## src/rtl/tick_pwm.sv

```systemverilog
// Tick-paced PWM generator: period and duty are counted in time-base ticks, with
// shadowed settings applied at period wraps and a disable that finishes the period.
module tick_pwm #(
   parameter int WIDTH = 8
) (
   input  logic             clk_in,
   input  logic             rst,
   input  logic             enable,
   input  logic             tick,
   input  logic             load,
   input  logic [WIDTH-1:0] period_in,
   input  logic [WIDTH-1:0] duty_in,
   output logic             pwm_out,
   output logic             cycle_done,
   output logic             busy
);

   typedef enum logic [1:0] {
      IDLE = 2'd0,
      RUN  = 2'd1,
      STOP = 2'd2
   } state_t;

   state_t           state_q, state_d;
   logic [WIDTH-1:0] cnt_q, cnt_d;
   logic [WIDTH-1:0] per_act_q, per_act_d;
   logic [WIDTH-1:0] duty_act_q, duty_act_d;
   logic [WIDTH-1:0] per_sh_q, per_sh_d;
   logic [WIDTH-1:0] duty_sh_q, duty_sh_d;
   logic             pending_q, pending_d;
   logic             cycle_done_q, cycle_done_d;
   logic             wrap;

   assign wrap = (state_q != IDLE) && tick && (cnt_q == per_act_q);

   always_comb begin
      // NOTE: every target gets a default first, so no path leaves a latch behind.
      state_d      = state_q;
      cnt_d        = cnt_q;
      per_act_d    = per_act_q;
      duty_act_d   = duty_act_q;
      per_sh_d     = per_sh_q;
      duty_sh_d    = duty_sh_q;
      pending_d    = pending_q;
      cycle_done_d = 1'b0;

      unique case (state_q)
         IDLE: begin
            cnt_d = '0;
            if (enable) begin
               state_d    = RUN;
               per_act_d  = per_sh_q;
               duty_act_d = duty_sh_q;
               pending_d  = 1'b0;
            end
         end
         RUN, STOP: begin
            if (tick) begin
               if (wrap) begin
                  cnt_d        = '0;
                  cycle_done_d = 1'b1;
                  if (pending_q) begin
                     per_act_d  = per_sh_q;
                     duty_act_d = duty_sh_q;
                     pending_d  = 1'b0;
                  end
               end else begin
                  cnt_d = cnt_q + 1'b1;
               end
            end
            // A re-raised enable in STOP wins over the wrap, so the block keeps running.
            if (state_q == RUN) begin
               if (!enable) state_d = STOP;
            end else if (enable) begin
               state_d = RUN;
            end else if (wrap) begin
               state_d = IDLE;
            end
         end
         default: state_d = IDLE;
      endcase

      // Load is applied last: a value captured on a wrap edge stays pending for the next one.
      if (load) begin
         per_sh_d  = period_in;
         duty_sh_d = duty_in;
         pending_d = 1'b1;
      end
   end

   // NOTE: sequential state uses non-blocking assignments only.
   always_ff @(posedge clk_in) begin
      if (rst) begin
         state_q      <= IDLE;
         cnt_q        <= '0;
         per_act_q    <= '0;
         duty_act_q   <= '0;
         per_sh_q     <= '0;
         duty_sh_q    <= '0;
         pending_q    <= 1'b0;
         cycle_done_q <= 1'b0;
      end else begin
         state_q      <= state_d;
         cnt_q        <= cnt_d;
         per_act_q    <= per_act_d;
         duty_act_q   <= duty_act_d;
         per_sh_q     <= per_sh_d;
         duty_sh_q    <= duty_sh_d;
         pending_q    <= pending_d;
         cycle_done_q <= cycle_done_d;
      end
   end

   assign busy       = (state_q != IDLE);
   assign pwm_out    = busy && (cnt_q < duty_act_q);
   assign cycle_done = cycle_done_q;

endmodule
```

## config.mk

```make
export PLATFORM = sky130hd
export DESIGN_NAME = tick_pwm
export DESIGN_NICKNAME = d
export VERILOG_FILES = /design/src/rtl/tick_pwm.sv
export SDC_FILE = /design/constraint.sdc
export NUM_CORES = 1
export LEC_CHECK = 0
export ABC_AREA = 1
export CORE_MARGIN = 2
export CORE_UTILIZATION = 40
export DETAILED_ROUTE_END_ITERATION = 8
export SLEW_MARGIN = 10
export SYNTH_ARGS = -nofsm -noshare
export SYNTH_HDL_FRONTEND = slang
export SYNTH_SLANG_ARGS = --single-unit
```

## constraint.sdc

```tcl
create_clock -name clk_in -period 1.9 [get_ports clk_in]
set_input_delay 0.38 -clock clk_in [delete_from_list [all_inputs] [get_ports clk_in]]
set_output_delay 0.38 -clock clk_in [all_outputs]
set_load 0.005 [all_outputs]
```

==> impl_results.md <==
* Crit Path Max Fanout at 2
* Pwr Density at 817 nW/um2
* Leading area contributor after synthesis: dfxtp_1
* Yosys cell types at 22
* H-tree level count at 2
* Crit Path Category: register to primary output
* HPWL after DPL at 3.64 mm
* Area Growth Syn to Fin at 34.4%
* Mux contribution to synthesized area at 0%
* Synth Instances at 289
* CP endpoint kind: primary output
* Pin count of the biggest net entering global routing at 21
* Fmax at 546 MHz
* Startpoint types: register
* Mean routed wirelength per cell at 12.2 um
* Clk_lat worst skew at 0.30 ns
* Final GP Congestion at 0.949
* XOR/XNOR share of the synthesized area at 2.11%
* First-pass GRT wire length at 8.38 mm
* Top post-synthesis cells by count: nand2_1, nor2_1, dfxtp_1, a21oi_1
* Setup Viol. Count Final at 0
* Area contributors post-synth: dfxtp_1, nand2_1, nor2_1
* Multi-input logic area at 1120 um2
* Largest family of logic cells by synthesized area: simple AND/OR/NAND/NOR gates
* Placed Cells incl. Taps at 398
* Simple-gate portion of the synthesized area at 25.9%
* Worst Hold Slack at 0.465 ns
* Critical Path RT at 1.52 ns
* Synth Register Bits at 44
* Class of the worst hold path: register to register
* Worst-margin pin slew at 0.385 ns
* Synth top area share at 42.4%
* Nets@finish at 370
* Clock share of power at 25.5%
* Ys flop type: dfxtp_1
* Buffers added on ports at 23
* Reg clk slew, reported paths at 0.08 ns
* DR WL met3 at 125 um
* Initial antenna violation count at 0
* RSZ-0062 raised after global routing: true
* Placed cell areas at 2590 um2
* Number of synthesized flops with an enable pin at 0
* Slowest stage delay, CP at 0.33 ns
* Vias in the first global route at 1828
* Top routing layer in use: met4
* Lkg Pwr at 1.13 nW
* Synthesized area per cell at 7.19 um2
* WL met2 at 2.53 mm
* FF+latch area at 890 um2
* Compound-Gate Fraction of Synth Area at 14.6%
* Post-synth ARST share at 0%
* Register area share after synthesis at 42.4%
* DIE WIDTH at 76.1 um
* Crit path DAT at 1.45 ns
* Total of max-cap violations at 0
* Clk sinks at 44
* Max Slew Vio Count at 0
* Crit-path slowest cell: dfxtp_2
* Overflow after GRT at 0
* Mean number of vias per cell at 4.73
* DRT iter0 DRCs at 71
* Die height at 76.1 um
* Final wirelength at 4.98 mm
* Post-Syn Area at 2080 um2
* CTS Buf Count at 5
* CP cell instances: inv_1 > ha_4 > a21oi_2 > o21ai_1 > a211oi_1 > buf_2
* Via count at 1931
* Share of layout cells above drive strength 1 at 17.5%
* Finished Core Util at 55.1%
* Met1 Wirelength at 2.29 mm
* Number of fill cells at 498
* Sw power at 0.707 mW
* Root Driver: clkbuf_8
* CTS tree: done
* Total GRT Usage at 18.0%
* Power share of the combinational group at 29.9%
* Final hold viol count at 0
* Worst-case clock buffer depth at 2
* Die ar. at 5790 um2
* Rel. slew slack at 74.2%
* Initial core utilization at 41.0%
* DRC at 0
* Post-route clock skew at 0.00240 ns
* Site row count at 26
* Flop2flop setup slack at 0.12 ns
* IO Count at 24
* Final min period at 1.83 ns
* Final Cycle Share at 96.4%
* Most numerous cell in the Yosys netlist: nand2_1
* First-pass DRT Iterations at 4
* Sequential power share at 44.6%
* VDD IR max at 0.000446 V
* Sw Ratio at 31.0%
* ANT cells at 0
* Status: completed
* Cts hold-fix bufs at 0
* Synth Warn # at 0
* Int Power at 1.58 mW
* CORE AREA at 5070 um2
* Post-Syn Nets at 322
* Design Area, Final at 2790 um2
* Final ANT Viol Nets at 0
* Finished Layout Cells at 408
* Post-synthesis adder-cell area fraction at 7.22%
layer usage:
| layer | global-route usage, % | vias to the layer above |
|---|---|---|
| li1 | - | 1029 |
| met1 | 22.1 | 875 |
| met2 | 32.6 | 23 |
| met3 | 3.55 | 4 |
| met4 | 4.36 | 0 |
| met5 | 0 | - |
what timing repair did:
item	CTS	global route
setup buffers	0	1
cloned	0	1
resized for setup	14	10
pin swaps	3	5
setup endpoints to repair	3	20
path summary, 6_finish.rpt:
check,endpoint,depth (start not counted),startpoint
worst max register to register,duty_act_q[3],11,state_q[0]
worst min-delay path,duty_act_q[6],2,duty_act_q[6]
worst max-delay path,pwm_out,6,duty_act_q[1]
worst min register to register,duty_act_q[6],2,duty_act_q[6]
logic make-up after synthesis:
group / count (synthesis)
and+or+nand+nor: 134
buffers and inverters: 38
DFF: 44
AOI/OAI and AO/OA: 56
xor gates and xnor gates: 5
adders and majority gates: 12
cells in the final DEF (no fill, tap or decap), drive strengths merged:
cell type	netlist	routed
clkdlybuf4s50	0	21
inv	27	27
dfxtp	44	44
a21oi	29	29
ha	12	12
o21a	1	1
nand3	25	25
xnor2	2	2
nor2	48	48
clkinv	1	2
o21ai	24	24
clkbuf	5	8
a211oi	2	2
nand2	59	59
nor3	2	2
xor2	3	3
dlygate4sd2	0	1
buf	5	28
power groups by stage:
stage	clock [mW]	combinational, mW	sequential (mW)
3_5_place_dp	0	0.605	1.04
5_1_grt	0.640	0.757	1.03
3_3_place_gp	0	0.599	1.04
4_1_cts	0.588	0.612	1.02
6_report	0.582	0.683	1.02
2_1_floorplan	0	0.352	1.03
layout make-up:
class                           instances  share of cell area (%)
Clock inverter                          1                   0.313
Timing Repair Buffer                   51                    18.0
Clock buffer                            7                    2.73
Tap cell                               70                    3.13
Sequential cell                        44                    31.8
Inverter                               28                    3.76
Multi-Input combinational cell        207                    40.3
flip-flops by register name, indices dropped and copies added, names as in the netlist:
signal	cells
duty_sh_q	8
state_q	2
duty_act_q	8
cycle_done	1
cnt_q	8
per_sh_q	8
pending_q	1
per_act_q	8
per-stage QoR:
step / setup TNS (ns) / worst slack [ns] / power, mW
finish: 0 / 0.0692 / 2.28
floorplan: 0 / 0.00173 / 1.38
detailed placement: -3.14 / -0.191 / 1.64
global route: -0.0471 / -0.0471 / 2.42
CTS: -0.00615 / -0.00615 / 2.22
global placement: -2.36 / -0.148 / 1.64
worst max-delay path: cells and delay by family, from the launching register on:
family / cells / cell delay, ns
fa+ha+maj: 1 / 0.20
buf+inv: 2 / 0.23
compound gates: 3 / 0.40
flops: 1 / 0.33
No activity file was read; power rests on OpenSTA's default activity.
